<file path="src/rtl/fetch_pkg.sv">
// fetch_pkg: shared fetch-stage state encoding and default PC increment.
package fetch_pkg;
    typedef enum logic [1:0] {FETCH, HOLD, SQUASH} fetch_state_t;
    localparam int DEFAULT_PC_STEP = 4;
endpackage

</file>
<file path="src/rtl/fetch_hold_reg.sv">
// fetch_hold_reg: enable-loaded holding copy of the fetched instruction and its incremented PC.
// Ports: clk, reset (sync, active-high clear), load (capture enable),
//        inst/pc_inc (values to capture), hold_inst/hold_pc_inc (held values).
module fetch_hold_reg #(
    parameter int DATA_BIT_WIDTH = 32
) (
    input  logic                      clk,
    input  logic                      reset,
    input  logic                      load,
    input  logic [DATA_BIT_WIDTH-1:0] inst,
    input  logic [DATA_BIT_WIDTH-1:0] pc_inc,
    output logic [DATA_BIT_WIDTH-1:0] hold_inst,
    output logic [DATA_BIT_WIDTH-1:0] hold_pc_inc
);
    always_ff @(posedge clk) begin
        if (reset) begin
            hold_inst   <= '0;
            hold_pc_inc <= '0;
        end else if (load) begin
            hold_inst   <= inst;
            hold_pc_inc <= pc_inc;
        end
    end
endmodule

</file>
<file path="src/rtl/if_fetch_unit.sv">
// if_fetch_unit: instruction-fetch stage owning the PC and a variable-latency imem req/ack port.
// Ports: clk, reset (sync, active-high); stall, redirect, redirectTarget from the pipeline;
//        imemReq/imemAddr out and imemAck/imemData in for instruction memory;
//        instValid/pcIncrementedOut/instOut toward the IF/ID latch (zeros when invalid).
module if_fetch_unit
    import fetch_pkg::*;
#(
    parameter int                        DATA_BIT_WIDTH = 32,
    parameter logic [DATA_BIT_WIDTH-1:0] RESET_VALUE    = '0,
    parameter int                        PC_STEP        = DEFAULT_PC_STEP
) (
    input  logic                      clk,
    input  logic                      reset,
    input  logic                      stall,
    input  logic                      redirect,
    input  logic [DATA_BIT_WIDTH-1:0] redirectTarget,
    output logic                      imemReq,
    output logic [DATA_BIT_WIDTH-1:0] imemAddr,
    input  logic                      imemAck,
    input  logic [DATA_BIT_WIDTH-1:0] imemData,
    output logic                      instValid,
    output logic [DATA_BIT_WIDTH-1:0] pcIncrementedOut,
    output logic [DATA_BIT_WIDTH-1:0] instOut
);
    localparam logic [DATA_BIT_WIDTH-1:0] STEP = DATA_BIT_WIDTH'(PC_STEP);

    fetch_state_t              state;
    logic [DATA_BIT_WIDTH-1:0] pc;
    logic [DATA_BIT_WIDTH-1:0] req_addr;
    logic [DATA_BIT_WIDTH-1:0] req_next;
    logic [DATA_BIT_WIDTH-1:0] hold_inst;
    logic [DATA_BIT_WIDTH-1:0] hold_pc_inc;
    logic                      fetch_ok;
    logic                      in_hold;

    assign req_next = req_addr + STEP;
    assign in_hold  = state == HOLD;
    // A live fetch completes only on an unsquashed ack while requesting.
    assign fetch_ok = state == FETCH && imemAck && !redirect;

    fetch_hold_reg #(.DATA_BIT_WIDTH(DATA_BIT_WIDTH)) u_hold (
        .clk        (clk),
        .reset      (reset),
        .load       (fetch_ok && stall),
        .inst       (imemData),
        .pc_inc     (req_next),
        .hold_inst  (hold_inst),
        .hold_pc_inc(hold_pc_inc)
    );

    always_comb begin
        imemReq          = !in_hold;
        imemAddr         = req_addr;
        instValid        = fetch_ok || (in_hold && !redirect);
        instOut          = !instValid ? '0 : in_hold ? hold_inst : imemData;
        pcIncrementedOut = !instValid ? '0 : in_hold ? hold_pc_inc : req_next;
    end

    always_ff @(posedge clk) begin
        if (reset) begin
            state    <= FETCH;
            pc       <= RESET_VALUE;
            req_addr <= RESET_VALUE;
        end else begin
            case (state)
                FETCH: begin
                    if (redirect) begin
                        pc <= redirectTarget;
                        if (imemAck) req_addr <= redirectTarget;
                        else state <= SQUASH;
                    end else if (imemAck) begin
                        if (stall) begin
                            state <= HOLD;
                        end else begin
                            pc       <= req_next;
                            req_addr <= req_next;
                        end
                    end
                end
                HOLD: begin
                    if (redirect || !stall) begin
                        pc       <= redirect ? redirectTarget : req_next;
                        req_addr <= redirect ? redirectTarget : req_next;
                        state    <= FETCH;
                    end
                end
                default: begin
                    // A redirect landing on the drain ack must still win over the older target.
                    if (redirect) pc <= redirectTarget;
                    if (imemAck) begin
                        req_addr <= redirect ? redirectTarget : pc;
                        state    <= FETCH;
                    end
                end
            endcase
        end
    end
endmodule

</file>
<file path="config.mk">
export PLATFORM = sky130hd
export DESIGN_NAME = if_fetch_unit
export DESIGN_NICKNAME = d
export VERILOG_FILES = /design/src/rtl/fetch_pkg.sv /design/src/rtl/fetch_hold_reg.sv /design/src/rtl/if_fetch_unit.sv
export SDC_FILE = /design/constraint.sdc
export NUM_CORES = 1
export LEC_CHECK = 0
export CAP_MARGIN = 20
export CORE_AREA = 5 5 117 147
export CTS_CLUSTER_SIZE = 12
export DETAILED_ROUTE_END_ITERATION = 16
export DIE_AREA = 0 0 122 152
export PLACE_DENSITY = 0.78
export SLEW_MARGIN = 40
export SYNTH_ARGS = -nofsm -noshare
export SYNTH_HDL_FRONTEND = slang
export SYNTH_SLANG_ARGS = --single-unit
</file>
<file path="constraint.sdc">
create_clock -name clk -period 1.77 [get_ports clk]
set_input_delay 0.2655 -clock clk [delete_from_list [all_inputs] [get_ports clk]]
set_output_delay 0.2655 -clock clk [all_outputs]
set_load 0.03 [all_outputs]
</file>
**Word-level counts from Yosys, hierarchy flattened**

Index checks and enable logic that the tools add are counted.

- Register bits after elaboration: 130
- Bits in latches: 0
- RAM bits: 0
- Bits in read-only memories: 0
- Bits of input ports: 69
- Memories: 0

- $add $sub $neg: 1
- Multiply operators: 0
- Divide/modulo/power cells: 0
- Magnitude comparators: 0
- Eq/ne operators: 7
- Shifts and indexed selects: 0
- Multiplexer cells: 22
- Bitwise operators: 0
- Reductions and logical operators: 15

Operators by type and width:

| kind | count |
|---|---|
| $mux 32 | 13 |
| $pmux 32 s2 | 2 |
| $add 32x3->32 const B | 1 |
| $mux 2 | 6 |
| $ne 3x3->1 const B | 4 |
| $reduce_and 5->1 | 1 |
| $logic_and 1x1->1 | 4 |
| $pmux 2 s2 | 1 |
| $reduce_and 4->1 | 1 |
| $logic_not 1->1 | 3 |
| $reduce_and 3->1 | 1 |
| $reduce_bool 3->1 | 1 |
| $eq 2x1->1 const B | 1 |
| $logic_not 2->1 | 1 |
| $logic_or 1x1->1 | 2 |
| $ne 2x1->1 const B | 1 |
| $ne 2x2->1 const B | 1 |
| $reduce_bool 2->1 | 1 |

**Depth between registers and ports, before layout**

- Depth in word-level cells: 5
- Depth in mapped cells: 8
- Gate-level depth less buffers: 6

**Cells and area by module**

From an unflattened synthesis, not the netlist that was laid out.

- Cell total of the unflattened synthesis: 896
- Area, all modules: 6945.4 sq um

By module, submodules not included:

| module | instances | cells each | area each (sq um) | sequential area each (sq um) |
|---|---|---|---|---|
| if_fetch_unit | 1 | 690 | 4654.5 | 1321.3 |
| fetch_hold_reg | 1 | 206 | 2290.9 | 1281.2 |

**Worst setup path before layout**

No wires, ideal clock.

- Kind: flip-flop to output port
- Start: register req_addr[2], in the netlist imemAddr[2]
- End: output pcIncrementedOut[18]
- Arrival time: 2.420 ns
- Slack: -0.916 ns
- Cell stages (with the launch flop): 8
- Path buffers: 1
- Cells stage by stage: dfxtp_1 -> ha_1 -> and3_1 -> clkbuf_1 -> nand3_1 -> nor3_1 -> nor2_1 -> a211oi_1

- Cells in the longest elaborated chain, start to end: 3

RTL lines:

| element | RTL line | source |
|---|---|---|
| from (decl) | if_fetch_unit.sv:29 | `logic [DATA_BIT_WIDTH-1:0] req_addr;` |
| from (signal assigned) | if_fetch_unit.sv:69 | `if (imemAck) req_addr <= redirectTarget;` |
| from (signal assigned) | if_fetch_unit.sv:76 | `req_addr <= req_next;` |
| from (signal assigned) | if_fetch_unit.sv:83 | `req_addr <= redirect ? redirectTarget : req_next;` |
| $add 32x3->32 | if_fetch_unit.sv:36 | `assign req_next = req_addr + STEP;` |
| $mux 32 (2 in a row) | if_fetch_unit.sv:56 | `pcIncrementedOut = !instValid ? '0 : in_hold ? hold_pc_inc : req_next;` |
| to (decl) | if_fetch_unit.sv:22 | `output logic [DATA_BIT_WIDTH-1:0] pcIncrementedOut,` |

Every way passes these cells.

**Final worst setup path**

- Start: register req_addr[6], in the netlist imemAddr[6]
- End: output pcIncrementedOut[31]

Same word-level chain as after synthesis.

==> flow_metrics.env <==
export IMPL_yosys_register_bits=130
export IMPL_synth_edf_count=0
export IMPL_cp_end_kind="output pin"
export IMPL_clockBufferDepth=2
export IMPL_p_per_area_mw_per_mm2=721.5
export IMPL_grt_overflow_total=0
export IMPL_holdWs_ps=414.0
export IMPL_rr_endpoint="imemAddr[31]"
export IMPL_syn_area_mm2=0.006882
export IMPL_numCtsBuffers=17
export IMPL_clock_skew_ps=9.330
export IMPL_finalHoldViolations=0
export IMPL_synth_area_leaders="dfxtp_1 (38%), nand2_1 (11%), a21oi_1 (9.7%)"
export IMPL_reg2regPathDepth=13
export IMPL_max_freq_mhz=352.7
export IMPL_viasPerCell=6.870
export IMPL_core_area_mm2=0.01581
export IMPL_setup_viol=185
export IMPL_synth_area_leader_cell="dfxtp_1"
export IMPL_finalMaxSlewViolations=0
export IMPL_synth_top_cell_area_share_pct=37.82
export IMPL_period_share_pct=160.2
export IMPL_grt_pass1_vias=9301
export IMPL_postSynthCellCount=953
export IMPL_worst_setup_path_type="reg -> out"
export IMPL_syn_area_per_cell_um2=7.221
export IMPL_maxCapViolations=0
export IMPL_synth_most_common_cell="nand2_1"
export IMPL_timing_rr_start="imemAddr[6]"
export IMPL_drive_gt1_share_pct=49.17
export IMPL_vdd_drop_max_v=0.0009094
export IMPL_nNetsFinal=1385
export IMPL_cp_start_kind="flop"
export IMPL_async_flop_share_pct=0
export IMPL_hold_class="in -> reg"
export IMPL_yosys_top_cells_count="nand2_1 (197), a21oi_1 (134), dfxtp_1 (130), nor2_1 (77), o21ai_0 (65)"
export IMPL_finalWorstSetupSlack_ps=-1066
export IMPL_io_pin_count=167
export IMPL_hpwlAfterDp_um=17580
export IMPL_wirelength_um=43660
export IMPL_grt_max_degree=94
export IMPL_critPathRequiredTime_ps=1500
export IMPL_yosysWarnings=0
export IMPL_cp_arrival_ps=2570
export IMPL_place_gp_congestion=0.8975
export IMPL_r2r_slack_ps=-810
export IMPL_synth_cell_type_count=57
export IMPL_syn_nets=1023
export IMPL_grt_total_usage_pct=34.67
export IMPL_slew_headroom_pct=53.09
export IMPL_final_core_util_pct=89.29
export IMPL_cts_sinks=130
export IMPL_drtPass1Iterations=9
export IMPL_port_buffers=166
export IMPL_drt_wirelength_per_cell_um=28.26
export IMPL_fin_setup_tns_ps=-50940
export IMPL_drc=0
export IMPL_cts_root_buf="clkbuf_16"
export IMPL_start_util_pct=43.53
export IMPL_die_area_mm2=0.01854
export IMPL_area_delta_synth_final_pct=105.1
export IMPL_yosysSeqAreaShare_pct=37.82
export IMPL_vias=10610
export IMPL_min_period_ps=2836
export IMPL_antenna_found_initial=0
export IMPL_min_from="imemData[3]"
export IMPL_yosys_most_used_dff="dfxtp_1"
export IMPL_h_tree_depth=4
export IMPL_status="finished with violations"
export IMPL_clock_latency_ps=440
export IMPL_hold_path_end="u_hold.hold_inst[3]"
export IMPL_die_height_um=152
export IMPL_cts_tree="done"
export IMPL_rows=52
export IMPL_clkTransAtPathRegs_ps=60
export IMPL_die_w_um=122
export IMPL_min_path_cells=3
export IMPL_power_total_w=0.01019
export IMPL_worst_slew_pin_slew_ps=696.2
export IMPL_critPathMaxFanout=3
export IMPL_initialDrtViolationCount=1715
export IMPL_grt_pass1_wl_um=51090
export IMPL_grt_setup_unrepaired="true"
export IMPL_violations="negative setup slack"
export IMPL_p_leak_nw=5.468
export IMPL_cts_hold_buf=0
export IMPL_ant_nets=0
worst max path at each step:
stage,startpoint,endpoint,slack (ps),depth (start not counted)
2_1_floorplan,imemAddr[17],pcIncrementedOut[29],-270,6
3_3_place_gp,imemAddr[2],imemAddr[12],-260,8
3_5_place_dp,imemAddr[13],pcIncrementedOut[29],-300,8
4_1_cts,imemAddr[2],pcIncrementedOut[29],-660,7
5_1_grt,imemAddr[13],pcIncrementedOut[31],-1010,8
6_report,imemAddr[6],pcIncrementedOut[31],-1070,6
placed cells by master, fill, tap and decap left out, drive strengths merged, types with 23 or more instances in the layout:
cell | netlist | routed
clkbuf | 65 | 31
o21ai | 67 | 67
nor2 | 77 | 77
clkdlybuf4s50 | 0 | 66
a31oi | 23 | 23
dfxtp | 130 | 130
dlygate4sd2 | 0 | 32
buf | 24 | 328
nand2 | 197 | 197
a21oi | 134 | 134
a211oi | 56 | 56
flip-flops by register name, indices dropped and copies added (netlist names):
name                cells
imemAddr               32
pc                     32
state                   2
u_hold.hold_inst       32
u_hold.hold_pc_inc     32
layout make-up:
cell class	instances	area [um2]
fillers	584	1693
repair buffers	432	4622
inverters	14	57.56
multi-input cells	720	5851
clock inverters	7	91.34
diodes	1	2.502
flip-flops and latches	130	2685
clock buffers	25	538.0
well taps	216	270.3
per-layer routing:
metal  global-route usage, %  wire length [um]  up-vias
li1                        -                 -     4081
met2                   58.17             19450     1200
met3                   7.512              5572      450
met5                       0                 0        -
met1                   41.55             14250     4883
met4                   17.08              4385        0
report_power, final:
| part | total [W] | internal, W | switching [W] |
|---|---|---|---|
| clock | 0.00387 | 0.00239 | 0.00148 |
| combinational | 0.00301 | 0.00129 | 0.00173 |
| sequential | 0.00330 | 0.00311 | 0.000192 |
metrics by stage:
| step | instances | cell area (um2) | setup WS [ps] |
|---|---|---|---|
| finish | 1545 | 14120 | -1066 |
| floorplan | 953 | 7901 | -275.0 |
| global placement | 1404 | 10630 | -257.4 |
| detailed placement | 1404 | 10630 | -296.0 |
| global route | 1544 | 14110 | -1007 |
| CTS | 1502 | 12940 | -663.2 |
cell families after synthesis:
logic type      share of synthesized area, %
compound gates                         28.35
fa+ha+maj                             0.1818
mux                                   0.6000
flops                                  37.82
simple gates                           24.36
buf+inv                                6.018
xor+xnor                               2.673
repair_timing:
item                       in CTS  in global routing
gates resized for setup       273                186
buffers inserted               62                 59
setup endpoints to repair     149                152
hold endpoints to repair        0                  0
gates cloned                   12                  9
pin swaps                      79                 95
worst max-delay path: stages (launching register included):
cell and delay [ps]:
dfxtp_4 370, nand4_1 290, nor4_4 360, nand4_1 260, xor2_1 490, a21oi_2 180
buf_6 170
(Power assumes the default switching activity.)
